## src/rtl/vector_matrix_mult.sv

```systemverilog
// vector_matrix_mult: result[j] = (sum_i v[i]*W[i][j]) >>> FRACTION_WIDTH.
// Operands are captured independently through valid/ready slots. One matrix
// row is consumed per cycle with all columns accumulated in parallel. The
// result and overflow flag are held until the consumer accepts them.
module vector_matrix_mult #(
   parameter int VECTOR_LEN        = 4,
   parameter int MATRIX_WIDTH      = 3,
   parameter int A_CELL_WIDTH      = 8,
   parameter int B_CELL_WIDTH      = 8,
   parameter int RESULT_CELL_WIDTH = 8,
   parameter int FRACTION_WIDTH    = 4
) (
   input  logic                                         clk,
   input  logic                                         rst,
   input  logic [VECTOR_LEN*A_CELL_WIDTH-1:0]           v,
   input  logic                                         v_valid,
   output logic                                         v_ready,
   input  logic [VECTOR_LEN*MATRIX_WIDTH*B_CELL_WIDTH-1:0] w,
   input  logic                                         w_valid,
   output logic                                         w_ready,
   output logic [MATRIX_WIDTH*RESULT_CELL_WIDTH-1:0]    result,
   output logic                                         result_valid,
   input  logic                                         result_ready,
   output logic                                         error
);

   // Wide enough that summing VECTOR_LEN full-scale products cannot wrap.
   localparam int ACC_WIDTH  = A_CELL_WIDTH + B_CELL_WIDTH + $clog2(VECTOR_LEN) + 1;
   localparam int CNT_WIDTH  = (VECTOR_LEN > 1) ? $clog2(VECTOR_LEN) : 1;
   localparam int PROD_WIDTH = A_CELL_WIDTH + B_CELL_WIDTH;

   typedef enum logic [1:0] {
      IDLE = 2'd0,
      CALC = 2'd1,
      DONE = 2'd2
   } state_t;

   state_t state_reg, state_next;

   logic [VECTOR_LEN*A_CELL_WIDTH-1:0]              v_buf_reg;
   logic [VECTOR_LEN*MATRIX_WIDTH*B_CELL_WIDTH-1:0] w_buf_reg;
   logic                                            v_set_reg;
   logic                                            w_set_reg;
   logic [CNT_WIDTH-1:0]                            counter_reg;
   logic signed [ACC_WIDTH-1:0]                     acc_reg [MATRIX_WIDTH];
   logic [MATRIX_WIDTH*RESULT_CELL_WIDTH-1:0]       result_reg;
   logic                                            error_reg;

   logic signed [ACC_WIDTH-1:0]                     acc_sum [MATRIX_WIDTH];
   logic [MATRIX_WIDTH*RESULT_CELL_WIDTH-1:0]       result_calc;
   logic [MATRIX_WIDTH-1:0]                         fit;
   logic signed [A_CELL_WIDTH-1:0]                  a_elem;
   logic                                            last_row;
   logic                                            v_take;
   logic                                            w_take;

   assign last_row = (counter_reg == CNT_WIDTH'(VECTOR_LEN - 1));
   assign v_take   = v_valid && v_ready;
   assign w_take   = w_valid && w_ready;

   // Vector element for the row currently being accumulated.
   assign a_elem = v_buf_reg[int'(counter_reg)*A_CELL_WIDTH +: A_CELL_WIDTH];

   // Per-column multiply-accumulate, post-accumulation scaling and range check.
   genvar gi;
   generate
      for (gi = 0; gi < MATRIX_WIDTH; gi++) begin : g_col
         logic signed [B_CELL_WIDTH-1:0] b_elem;
         logic signed [PROD_WIDTH-1:0]   product;
         logic signed [ACC_WIDTH-1:0]    shifted;

         assign b_elem = w_buf_reg[(int'(counter_reg)*MATRIX_WIDTH + gi)*B_CELL_WIDTH +: B_CELL_WIDTH];
         assign product = a_elem * b_elem;
         assign acc_sum[gi] = acc_reg[gi] + ACC_WIDTH'(product);
         assign shifted = acc_sum[gi] >>> FRACTION_WIDTH;
         // Fits when every bit above the result sign bit copies that sign bit.
         assign fit[gi] = (&shifted[ACC_WIDTH-1:RESULT_CELL_WIDTH-1]) |
                          ~(|shifted[ACC_WIDTH-1:RESULT_CELL_WIDTH-1]);
         assign result_calc[gi*RESULT_CELL_WIDTH +: RESULT_CELL_WIDTH] =
                shifted[RESULT_CELL_WIDTH-1:0];
      end
   endgenerate

   // State register.
   always_ff @(posedge clk) begin
      if (rst) begin
         state_reg <= IDLE;
      end else begin
         state_reg <= state_next;
      end
   end

   // Next-state logic: wait for both operands, run VECTOR_LEN rows, hold result.
   always_comb begin
      state_next = state_reg;
      case (state_reg)
         IDLE: if (v_set_reg && w_set_reg) state_next = CALC;
         CALC: if (last_row)               state_next = DONE;
         DONE: if (result_ready)           state_next = IDLE;
         default:                          state_next = IDLE;
      endcase
   end

   // Handshake outputs derived from slot flags and state.
   always_comb begin
      v_ready      = !v_set_reg;
      w_ready      = !w_set_reg;
      result_valid = (state_reg == DONE);
   end

   // Operand slots, accumulators, row counter and held result.
   always_ff @(posedge clk) begin
      if (rst) begin
         v_buf_reg   <= '0;
         w_buf_reg   <= '0;
         v_set_reg   <= 1'b0;
         w_set_reg   <= 1'b0;
         counter_reg <= '0;
         result_reg  <= '0;
         error_reg   <= 1'b0;
         for (int j = 0; j < MATRIX_WIDTH; j++) begin
            acc_reg[j] <= '0;
         end
      end else begin
         if (v_take) begin
            v_buf_reg <= v;
            v_set_reg <= 1'b1;
         end
         if (w_take) begin
            w_buf_reg <= w;
            w_set_reg <= 1'b1;
         end
         case (state_reg)
            IDLE: begin
               if (v_set_reg && w_set_reg) begin
                  counter_reg <= '0;
                  error_reg   <= 1'b0;
                  for (int j = 0; j < MATRIX_WIDTH; j++) begin
                     acc_reg[j] <= '0;
                  end
               end
            end
            CALC: begin
               counter_reg <= counter_reg + 1'b1;
               for (int j = 0; j < MATRIX_WIDTH; j++) begin
                  acc_reg[j] <= acc_sum[j];
               end
               if (last_row) begin
                  result_reg <= result_calc;
                  error_reg  <= ~(&fit);
               end
            end
            DONE: begin
               if (result_ready) begin
                  v_set_reg <= 1'b0;
                  w_set_reg <= 1'b0;
               end
            end
            default: ;
         endcase
      end
   end

   assign result = result_reg;
   assign error  = error_reg;

endmodule

```

## config.mk

```make
export PLATFORM = sky130hd
export DESIGN_NAME = vector_matrix_mult
export DESIGN_NICKNAME = d
export VERILOG_FILES = /design/src/rtl/vector_matrix_mult.sv
export SDC_FILE = /design/constraint.sdc
export NUM_CORES = 1
export LEC_CHECK = 0
export ABC_CLOCK_PERIOD_IN_PS = 11400
export BUFFER_PORTS_ARGS = -buffer_cell sky130_fd_sc_hd__buf_2
export CELL_PAD_IN_SITES_DETAIL_PLACEMENT = 0
export CELL_PAD_IN_SITES_GLOBAL_PLACEMENT = 1
export CORE_AREA = 3 3 210 212
export DETAILED_ROUTE_END_ITERATION = 7
export DIE_AREA = 0 0 213 215
export GPL_TIMING_DRIVEN = 0
export MAX_ROUTING_LAYER = met4
export PLACE_DENSITY_LB_ADDON = 0.25
export SYNTH_ARGS = -nofsm -noshare
export SYNTH_HDL_FRONTEND = slang
export SYNTH_SLANG_ARGS = --single-unit
```

## constraint.sdc

```tcl
create_clock -name clk -period 11.4 [get_ports clk]
set_clock_uncertainty 0.1 [all_clocks]
set_input_delay 1.71 -clock clk [delete_from_list [all_inputs] [get_ports clk]]
set_output_delay 1.71 -clock clk [all_outputs]
set_load 0.05 [all_outputs]
```

## After elaboration in Yosys (flattened, before gate mapping)

Memory sizes are Yosys's and may differ from the RTL's.
Index checks and enable logic that the tools add are counted.

| storage, ports and cells | value |
|---|---|
| flip-flop bits (word level) | 159 |
| latch bits | 0 |
| bits in writable memories | 57 |
| ROM bits | 0 |
| bits of input ports | 133 |
| output and inout bits | 28 |
| logic and storage cells | 90 |
| memories | 1 |

Memories:

| name | depth | bits a word | read ports | clocked after Yosys merged registers in | write ports | RTL line | text |
|---|---|---|---|---|---|---|---|
| acc_reg | 3 | 19 | 3 | 0 | 3 | 45 | `logic signed [ACC_WIDTH-1:0] acc_reg [MATRIX_WIDTH];` |

| cells by class | value |
|---|---|
| add/sub/neg operators | 6 |
| $mul | 4 |
| divide/modulo/power cells | 0 |
| magnitude comparators | 0 |
| eq/ne operators | 6 |
| shift-type cells | 4 |
| muxes and demuxes | 30 |
| bitwise operators | 13 |
| reductions and logical operators | 18 |

Operator list:

| operator | number |
|---|---|
| $mux 19 | 6 |
| $shiftx 96x32->8 | 1 |
| $shiftx 96x8->8 | 1 |
| $shiftx 96x9->8 | 1 |
| $add 19x16->19 | 3 |
| $mul 8x8->16 | 3 |
| $shiftx 32x6->8 | 1 |
| $add 29x2->29 const B | 1 |
| $reduce_and 8->1 | 3 |
| $reduce_or 8->1 | 3 |
| $mux 1 | 17 |
| $or 1x1->1 | 9 |
| $reduce_and 3->1 | 3 |
| $mux 2 | 4 |
| $pmux 2 s3 | 1 |
| $add 4x2->5 const B | 1 |
| $eq 2x2->1 const B | 2 |
| $mul 2x2->4 const B | 1 |
| $ne 2x2->1 const B | 2 |
| $not 1->1 | 4 |
| $pmux 2 s2 | 1 |
| $reduce_and 2->1 | 2 |
| $logic_and 1x1->1 | 3 |
| $add 2x1->2 const B | 1 |
| 6 further kinds | 7 |

## Longest topological paths before layout

Gate-level depths: netlist of the first run.

| depth | value |
|---|---|
| depth in word-level cells | 12 |
| depth in mapped cells | 32 |
| mapped depth without buffers | 26 |

## Least setup slack after synthesis of the first run

No wires, ideal clock.

| timing path | value |
|---|---|
| path type | reg-to-reg |
| start | register counter_reg[0] |
| end | register error_reg (netlist: error) |
| library setup time | 120 ps |
| arrival time | 7863 ps |
| required time | 11180 ps |
| slack | 3317 ps |
| cell stages (with the launch flop) | 28 |
| buffers on the path | 6 |
| period minus slack after synthesis | 8083 ps |
| cell sequence | dfxtp_1 > buf_2 > clkbuf_1 > buf_2 > inv_1 > ha_1 > buf_1 > or2_2 > clkbuf_1 > o21ai_0 > and2_1 > clkbuf_1 > and2_1 > fa_1 > fa_1 > fa_1 > fa_1 > ha_1 > ha_1 > a21o_1 > or3_1 > o2111ai_1 > and2_1 > a21bo_1 > nor4_1 > and3_1 > mux2i_1 > o31a_1 |

| between the ends | value |
|---|---|
| cells in the longest elaborated chain, start to end | 12 |
| elaborated cells between the ends (all ways) | 32 |
| those cells by class | add/sub: 5; mul: 4; eq/ne: 2; shift: 4; mux: 2; bitwise: 7; reduce/logical: 8 |

RTL lines:

| what | RTL line | text |
|---|---|---|
| start: declaration | 44 | `logic [CNT_WIDTH-1:0] counter_reg;` |
| start signal: assignment | 144 | `counter_reg <= counter_reg + 1'b1;` |
| $mul 2x2->4 | 72 | `assign b_elem = w_buf_reg[(int'(counter_reg)*MATRIX_WIDTH + gi)*B_CELL_WIDTH +: B_CELL_WIDTH];` |
| $add 29x2->29 or $add 4x2->5 (tied branches) | 72 |  |
| $shiftx 96x32->8 or $shiftx 96x9->8 (tied branches) | 72 |  |
| $mul 8x8->16 | 73 | `assign product = a_elem * b_elem;` |
| $add 19x16->19 | 74 | `assign acc_sum[gi] = acc_reg[gi] + ACC_WIDTH'(product);` |
| $reduce_or 8->1 | 78 | `~(\|shifted[ACC_WIDTH-1:RESULT_CELL_WIDTH-1]);` |
| $not 1->1 | 78 |  |
| $or 1x1->1 | 77 | `assign fit[gi] = (&shifted[ACC_WIDTH-1:RESULT_CELL_WIDTH-1]) \|` |
| $reduce_and 3->1 | 150 | `error_reg <= ~(&fit);` |
| $not 1->1 | 150 |  |
| $mux 1 | 148 | `if (last_row) begin` |
| $pmux 1 s2 | 133 | `case (state_reg)` |
| end signal: assignment | 150 |  |
| end: declaration | 47 | `logic error_reg;` |

Parallel ways exist; a longest one is shown, timed or not. The select of a mux whose other input is x is not followed.
A chain may end at the register's enable or synchronous reset.

## Worst setup path in the final report of the first run

Ends and elaborated chain as after synthesis.

==> impl_metrics.ini, run 1 <==
[synth]
synth_area_um2 = 19000
synth-edff-count = 57
syn_avg_cell_area_um2 = 9.05
synth_cells = 2104
synth.top_cell.area_share_pct = 26.6
synth-main-ff-cell = dfxtp_1
synth_common_cells = nand2_1 (401), inv_1 (320), fa_1 (253)
synth.distinct_cells = 61
ys_top_cells_by_area = fa_1 (27%), dfxtp_1 (17%), edfxtp_1 (9.0%), ha_1 (8.9%), nand2_1 (7.9%)
yosysWarnings = 0
yosysMostFrequentCell = nand2_1
async_flop_share_pct = 0
ys_seq_area_share_pct = 25.7
synth_top_area_cell = fa_1
synth_nets = 2625
ys_ff_latch = 216

[global_route]
grtUsageTotal_pct = 24.9
antenna_found_initial = 1
grt_remaining_overflow = 0
grt_pass1_vias = 15509
grt_pass1_wl_mm = 85.6
grt_max_degree = 23

[status]
status = finished clean

[critical_path]
crit_path_end_kind = flop
required_ps = 11730
critPathMaxFanout = 12
critPathArrivalTime_ps = 10230
cp-start-kind = flop
path_class = flop to flop

[route]
routed_wl_mm = 54.2
routed_via_density = 5.21
drt_iter0_drc = 803
vias = 14874
antenna_left = 0
dr.pass1.iters = 7
drc_errors = 0
routedWlPerCell_um = 19.0

[hold_path]
hp-class = flop to flop

[timing]
post-route-period-util_pct = 86.8
finalSetupViolCount = 0
min_period_ps = 9900
maxSlewHeadroom_pct = 14.6
hold_viol = 0
max_freq_ghz = 0.101
slew_viol_final = 0
tightest_slew_ps = 1270
tns_ps = 0
rsz0062_at_grt = no

[clocking]
cts_buffers = 27
clk-insertion-delay-late_ps = 560
ctsResizeCount = 0
root_buffer = clkbuf_16
h-tree-depth = 1
holdBufCountCts = 0
cts_tree = done
cts_setup_buffers = 0
cts.sinks = 216
clock_path_buffers = 3
path_clk_slew_ps = 60

[die]
die_height_um = 215
die-area_um2 = 45800
core_area_um2 = 42100
top_level_ports = 161
initial_core_util_pct = 45.2
die_x_um = 213
num_rows = 75

[layout]
fill_cells = 3983
final_cell_count_no_fill = 2855
largest_reg_flops = 96
nNetsFinal = 2815
syn_to_final_growth_pct = 12.7
drive_gt1_share_pct = 11.2

[run]
maxCapViolCount = 0

[pwr]
power_switching_mw = 0.911
clkPwrFrac_pct = 33.8
switching_share_pct = 35.5
leakage_nw = 9.91
vdd_drop_max_uv = 113
internal_power_mw = 1.65
p_seq_share_pct = 33.5
pwr_density_cell_nw_per_um2 = 119
power_frac_comb_pct = 32.7

[placement]
routabilityCongestion = 0.921
dp_hpwl_mm = 44.9
io_buffers = 159
place_inst = 2804
-- path summary, 6_finish.rpt --
kind                                  end  depth (start not counted)      startpoint  slack (ps)
worst min-delay path            result[1]                          2       result[1]         350
worst max-delay path                error                         27  counter_reg[0]        1500
worst max register to register      error                         27  counter_reg[0]        1500
worst min register to register  result[1]                          2       result[1]         350
-- worst max-delay path, stage by stage, from the launching register on --
cell	delay [ps]
dfxtp_1	440
buf_2	340
clkbuf_1	690
buf_2	440
inv_1	110
ha_1	300
buf_1	200
or2_2	330
clkbuf_1	170
o21ai_0	360
and2_1	180
clkbuf_1	390
and2_1	750
fa_1	570
fa_1	500
fa_1	600
fa_1	440
fa_1	460
ha_1	340
o21ai_0	150
o21ai_1	180
a21o_1	190
a21oi_1	160
xor2_1	520
nand4_1	200
nor3_1	210
mux2i_1	110
o31a_1	350
-- power groups by stage --
| stage | registers (mW) | clock network, mW | logic (mW) |
|---|---|---|---|
| floorplan | 0.865 | 0 | 0.598 |
| global placement | 0.875 | 0 | 0.811 |
| detailed placement | 0.874 | 0 | 0.824 |
| CTS | 0.858 | 0.882 | 0.839 |
| global route | 0.862 | 0.915 | 0.947 |
| finish | 0.859 | 0.866 | 0.838 |
-- area by class of cell --
| type | instances | area [µm²] | area share [%] |
|---|---|---|---|
| Multi-Input combinational cell | 1476 | 12600 | 58.7 |
| Antenna cell | 1 | 2.50 | 0.0117 |
| Clock inverter | 16 | 133 | 0.618 |
| Tap cell | 539 | 674 | 3.14 |
| Buffer | 91 | 355 | 1.66 |
| Inverter | 321 | 1200 | 5.61 |
| Sequential cell | 216 | 4890 | 22.8 |
| Timing Repair Buffer | 161 | 843 | 3.93 |
| Clock buffer | 34 | 752 | 3.50 |
-- cells by family (layout without fill, tap and decap cells) --
kind of cell / Yosys count / in the layout / share of synthesized area, %
adder cells (fa/ha/maj): 388 / 388 / 35.5
XOR/XNOR: 57 / 57 / 2.70
AND/OR/NAND/NOR: 688 / 688 / 15.1
buffers and inverters: 412 / 623 / 8.19
other: 0 / 1 / 0
AO/OA/AOI/OAI: 284 / 284 / 8.47
multiplexers: 59 / 59 / 4.38
flip-flops: 216 / 216 / 25.7
-- routing by layer --
metal  up-vias  share of wire [%]  track usage (%)
li1       7020                  -                -
met1      7338                 46             35.2
met2       427                 45             38.3
met3        89                6.1             3.57
met4         0                2.4             5.23
met5         -                  0                -
-- placed cells by master (no fill, tap or decap), types with 12 or more instances in the layout --
master       n
a21oi_1    171
and2_1      42
buf_2      164
clkbuf_1    76
clkbuf_16   27
dfxtp_1    159
edfxtp_1    57
fa_1       253
ha_1       135
inv_1      320
mux2_2      15
mux2i_1     26
mux4_2      18
nand2_1    401
nand3_1     12
nor2_1     166
nor2b_1     13
nor3_1      13
o21a_1      14
o21ai_0     33
o21ai_1     16
xnor2_1     35
xor2_1      20
-- stage by stage --
stage | worst slack [ps] | hold slack [ps] | utilization [%] | power (mW) | area [µm²]
detailed placement | 1580 | 344 | 48.8 | 1.70 | 20600
global route | 966 | 366 | 50.9 | 2.72 | 21500
global placement | 1640 | 340 | 48.7 | 1.69 | 20500
finish | 1500 | 351 | 50.9 | 2.56 | 21500
floorplan | 3320 | 333 | - | 1.46 | 19000
CTS | 1530 | 353 | 50.9 | 2.58 | 21500
Power figures use the tool's default switching activity.
==> inputs of run 2 (changes only) <==
--- a/config.mk
+++ b/config.mk
@@ -9,11 +9,10 @@
 export BUFFER_PORTS_ARGS = -buffer_cell sky130_fd_sc_hd__buf_2
 export CELL_PAD_IN_SITES_DETAIL_PLACEMENT = 0
 export CELL_PAD_IN_SITES_GLOBAL_PLACEMENT = 1
-export CORE_AREA = 3 3 210 212
+export CORE_AREA = 3 3 204 206
 export DETAILED_ROUTE_END_ITERATION = 7
-export DIE_AREA = 0 0 213 215
+export DIE_AREA = 0 0 207 209
 export GPL_TIMING_DRIVEN = 0
-export MAX_ROUTING_LAYER = met4
 export PLACE_DENSITY_LB_ADDON = 0.25
 export SYNTH_ARGS = -nofsm -noshare
 export SYNTH_HDL_FRONTEND = slang
==> impl_metrics.ini, run 2 (synthesis results as in run 1) <==
[status]
status = finished clean

[clocking]
h-tree-depth = 1
cts.sinks = 216
clock_path_buffers = 3
cts_setup_buffers = 0
ctsResizeCount = 0
clk-insertion-delay-late_ps = 560
cts_tree = done
cts_buffers = 26
root_buffer = clkbuf_16
holdBufCountCts = 0
path_clk_slew_ps = 60

[critical_path]
critPathArrivalTime_ps = 10250
cp_common_cell = fa_1
cp-start-kind = flop
required_ps = 11750
cp_slowest_cell = and2_1
critPathMaxFanout = 12
cp_top_family = adder cells
path_class = flop to flop
worst-path-buf-inv = 7
crit_path_end_kind = flop
cpPeakStageDelay_ps = 750

[timing]
min_period_ps = 9900
slew_viol_final = 0
rsz0062_at_grt = no
post-route-period-util_pct = 86.9
tightest_slew_ps = 1300
maxSlewHeadroom_pct = 12.3
finalSetupViolCount = 0
tns_ps = 0
max_freq_ghz = 0.101
hold_viol = 0

[layout]
syn_to_final_growth_pct = 12.4
nNetsFinal = 2814
post-route-util_pct = 53.8
final_common_cell = nand2_1
design_area_um2 = 21400
drive_gt1_share_pct = 11.2
layout_common_cells = nand2_1 (401), inv_1 (320), fa_1 (253)
largest_reg_flops = 96
antennaDiodeCount = 0

[placement]
placed_cell_area_um2 = 20600
dp_hpwl_mm = 44.2
io_buffers = 159
routabilityCongestion = 0.942

[die]
initial_core_util_pct = 47.8
top_level_ports = 161
core_area_um2 = 39800
die_height_um = 209
die_x_um = 207
num_rows = 73
die-area_um2 = 43300

[route]
routed_via_density = 5.24
drt_iter0_drc = 952
antenna_left = 0
drc_errors = 0
dr.pass1.iters = 5
routedWlPerCell_um = 19.0
routed_wl_mm = 53.9
vias = 14878

[global_route]
grtUsageTotal_pct = 25.3
grt_pass1_wl_mm = 86.3
grt_max_degree = 24
antenna_found_initial = 1
grt_pass1_vias = 15836
grt_remaining_overflow = 0

[run]
maxCapViolCount = 0

[pwr]
vdd_drop_max_uv = 121
totalPowerFinal_mw = 2.53
leakage_nw = 9.89
pwr_density_cell_nw_per_um2 = 118

[hold_path]
hp-class = flop to flop
## run 2: cell type report
type                       instances  area (µm²)
buffer                            91         355
clock buffer                      30         707
clock inverter                    18         145
fill                            3736       18400
inverter                         321        1200
multi-input combinational       1476       12600
sequential                       216        4890
tap                              525         657
timing repair buffer             161         843
## run 2: layer usage
layer | wire [µm] | track usage (%) | up-vias
li1 | - | - | 7000
met1 | 24400 | 35.7 | 7398
met2 | 24600 | 41.2 | 402
met3 | 3560 | 4.34 | 76
met4 | 1260 | 5.85 | 2
met5 | 19 | 0 | -
## run 2: worst paths after layout
kind,startpoint,endpoint,slack [ps],cells past startpoint
setup reg to reg,counter_reg[0],error,1500,27
hold reg to reg,w_buf_reg[50],w_buf_reg[50],350,2
setup / recovery,counter_reg[0],error,1500,27
hold / removal,w_buf_reg[50],w_buf_reg[50],350,2
## run 2: through the flow
stage	setup slack (ps)	instances	hold WS, ps
4_1_cts	1520	2838	353
2_1_floorplan	3320	2104	333
5_1_grt	904	2838	366
6_report	1500	2838	354
3_3_place_gp	1550	2788	339
3_5_place_dp	1550	2790	344
## run 2: worst min-delay path: stages, from the launching register on
cell and delay [ps]:
dfxtp_1 310, nand2_1 50, a21oi_1 50
## run 2: where the power goes
part | internal, mW | switching [mW] | leakage (nW)
combinational | 0.323 | 0.508 | 7.55
clock | 0.473 | 0.365 | 0.432
sequential | 0.833 | 0.0259 | 1.90
total | 1.63 | 0.899 | 9.89
==> inputs of run 3 (changes only) <==
--- a/config.mk
+++ b/config.mk
@@ -5,13 +5,14 @@
 export SDC_FILE = /design/constraint.sdc
 export NUM_CORES = 1
 export LEC_CHECK = 0
+export ABC_AREA = 1
 export ABC_CLOCK_PERIOD_IN_PS = 11400
 export BUFFER_PORTS_ARGS = -buffer_cell sky130_fd_sc_hd__buf_2
 export CELL_PAD_IN_SITES_DETAIL_PLACEMENT = 0
 export CELL_PAD_IN_SITES_GLOBAL_PLACEMENT = 1
-export CORE_AREA = 3 3 204 206
+export CORE_AREA = 3 3 214 216
 export DETAILED_ROUTE_END_ITERATION = 7
-export DIE_AREA = 0 0 207 209
+export DIE_AREA = 0 0 217 219
 export GPL_TIMING_DRIVEN = 0
 export PLACE_DENSITY_LB_ADDON = 0.25
 export SYNTH_ARGS = -nofsm -noshare
==> impl_metrics.ini, run 3 <==
[layout]
layout_common_cells = inv_1 (505), nor2_1 (495), nand2_1 (468)
fill_cells = 4400
post-route-util_pct = 51.2
final_common_cell = inv_1
drive_gt1_share_pct = 9.60
design_area_um2 = 22600
nNetsFinal = 3301
syn_to_final_growth_pct = 12.3
largest_reg_flops = 96

[pwr]
switching_share_pct = 45.9
clkPwrFrac_pct = 22.2
leakage_nw = 11.6
power_frac_comb_pct = 55.3
vdd_drop_max_uv = 109
power_switching_mw = 1.81
p_seq_share_pct = 22.5
pwr_density_cell_nw_per_um2 = 175
internal_power_mw = 2.13

[clocking]
clk-insertion-delay-late_ps = 570
holdBufCountCts = 0
root_buffer = clkbuf_16
path_clk_slew_ps = 60
cts_tree = done
clock_path_buffers = 3
h-tree-depth = 1
ctsResizeCount = 0
cts_setup_buffers = 0
cts.sinks = 216
cts_buffers = 27

[synth]
synth-main-ff-cell = dfxtp_1
synth_area_um2 = 20100
synth-edff-count = 57
async_flop_share_pct = 0
yosysMostFrequentCell = inv_1
synth.top_cell.area_share_pct = 25.2
synth_xor_area_share_pct = 1.31
ys_ff_latch = 216
yosysWarnings = 0
ys_top_cells_by_area = fa_1 (25%), dfxtp_1 (16%), inv_1 (9.4%), nor2_1 (9.3%), nand2_1 (8.8%)
synthAdderAreaFrac_pct = 33.6
synth_compound_area_share_pct = 8.53
synth_cells = 2591
synth_common_cells = inv_1 (505), nor2_1 (496), nand2_1 (469)
muxShareOfSynthArea_pct = 0
synth.distinct_cells = 37
synth_top_family_by_area = adder cells
synth-simple-area-share_pct = 20.7
synth_nets = 3112
ys_seq_area_share_pct = 24.3
syn_avg_cell_area_um2 = 7.76
synth_top_area_cell = fa_1

[die]
core_area_um2 = 44100
num_rows = 77
die_x_um = 217
die-area_um2 = 47500
die_height_um = 219
initial_core_util_pct = 45.6
top_level_ports = 161

[hold_path]
hold_end = result[14]
hp-class = flop to flop
whs_path_depth = 2
worstHoldStart = result[14]

[critical_path]
crit_path_end_kind = flop
cp_common_cell = nand2_1
cp_slowest_cell = fa_1
path_class = flop to flop
rrSetupSlack_ps = 3490
cp_top_family = adder cells
r2r_end = error
reg2regPathDepth = 34
cpPeakStageDelay_ps = 690
required_ps = 11760
cp-start-kind = flop
cp-startpoint = counter_reg[0]
worst-path-buf-inv = 9
critPathMaxFanout = 10
critPathArrivalTime_ps = 8270
r2r_start = counter_reg[0]

[global_route]
grt_pass1_wl_mm = 96.1
grtUsageTotal_pct = 26.0
grt_max_degree = 59
antenna_found_initial = 3
grt_remaining_overflow = 0
grt_pass1_vias = 17608

[route]
routed_wl_mm = 60.7
dr.pass1.iters = 6
routedWlPerCell_um = 17.9
routed_via_density = 5.04
vias = 17104
drc_errors = 0
drt_iter0_drc = 1200
antenna_left = 0

[timing]
tightest_slew_ps = 1150
tns_ps = 0
hold_viol = 0
finalSetupViolCount = 0
rsz0062_at_grt = no
max_freq_ghz = 0.126
min_period_ps = 7910
slew_viol_final = 0
maxSlewHeadroom_pct = 23.2
post-route-period-util_pct = 69.4

[placement]
dp_hpwl_mm = 49.6
routabilityCongestion = 0.940
io_buffers = 160
placed_cell_area_um2 = 21700

[run]
maxCapViolCount = 0

[status]
status = finished clean
[run 3: cell types whose count changed in the layout (fill, tap and decap cells not counted), sizes merged, moves of 19 or more]
| cell | previous run | this run |
|---|---|---|
| nor2 | 166 | 498 |
| inv | 326 | 513 |
| o21ai | 49 | 172 |
| a21oi | 172 | 69 |
| nand2 | 401 | 469 |
| nand3 | 12 | 69 |
| and2 | 42 | 3 |
| mux2i | 26 | 0 |
| a32oi | 0 | 23 |
| buf | 178 | 198 |
| xnor2 | 36 | 17 |
[run 3: cell families (layout without fill, tap and decap cells)]
group	Yosys count	after routing
AND/OR/NAND/NOR	1058	1058
other	0	1
buffers and inverters	603	813
AO/OA/AOI/OAI	296	296
flip-flops	216	216
adder cells (fa/ha/maj)	388	388
XOR/XNOR	30	30
[run 3: through the flow]
step                hold slack (ps)  setup slack [ps]  cells  total power, mW
floorplan                       350              4740   2591             2.48
global route                    425              2740   3394             4.32
global placement                379              3140   3343             3.04
CTS                             401              3490   3393             3.96
detailed placement              383              3530   3343             3.06
finish                          396              3490   3394             3.94
[run 3: power groups by stage]
| stage | registers [mW] | clock network, mW | logic, mW |
|---|---|---|---|
| after global routing | 0.891 | 0.918 | 2.51 |
| after global placement | 0.902 | 0 | 2.14 |
| after floorplan | 0.886 | 0 | 1.60 |
| after detailed placement | 0.901 | 0 | 2.16 |
| after CTS | 0.885 | 0.890 | 2.19 |
| final | 0.887 | 0.876 | 2.18 |
[run 3: worst reg2reg max path: cells and delay by family (launching register included)]
kind / cells / cell delay (ps)
fa+ha+maj: 7 / 3290
simple gates: 16 / 2240
buf+inv: 9 / 1040
compound gates: 2 / 610
flops: 1 / 500
[run 3: routing by layer]
| metal | vias to the layer above | GRT usage, % | wire [µm] |
|---|---|---|---|
| met5 | - | 0 | 21 |
| met4 | 4 | 9.70 | 2680 |
| met3 | 123 | 4.76 | 4500 |
| met2 | 588 | 42.3 | 27000 |
| met1 | 8115 | 34.9 | 26500 |
| li1 | 8274 | - | - |
[run 3: worst max-delay path by stage]
stage                     depth (start not counted)  endpoint  slack [ps]
after floorplan                                  30     error        4740
after global placement                           30     error        3140
after detailed placement                         34     error        3530
after CTS                                        34     error        3490
after global routing                             34     error        2740
final                                            34     error        3490
[run 3: final cells by class]
| class | count | area [µm²] | area share, % |
|---|---|---|---|
| Timing Repair Buffer | 160 | 801 | 3.55 |
| Sequential cell | 216 | 4890 | 21.7 |
| Multi-Input combinational cell | 1772 | 12900 | 57.1 |
| Clock buffer | 40 | 846 | 3.75 |
| Tap cell | 592 | 741 | 3.28 |
| Clock inverter | 10 | 73.8 | 0.327 |
| Antenna cell | 1 | 2.50 | 0.0111 |
| Buffer | 92 | 410 | 1.82 |
| Inverter | 511 | 1920 | 8.49 |
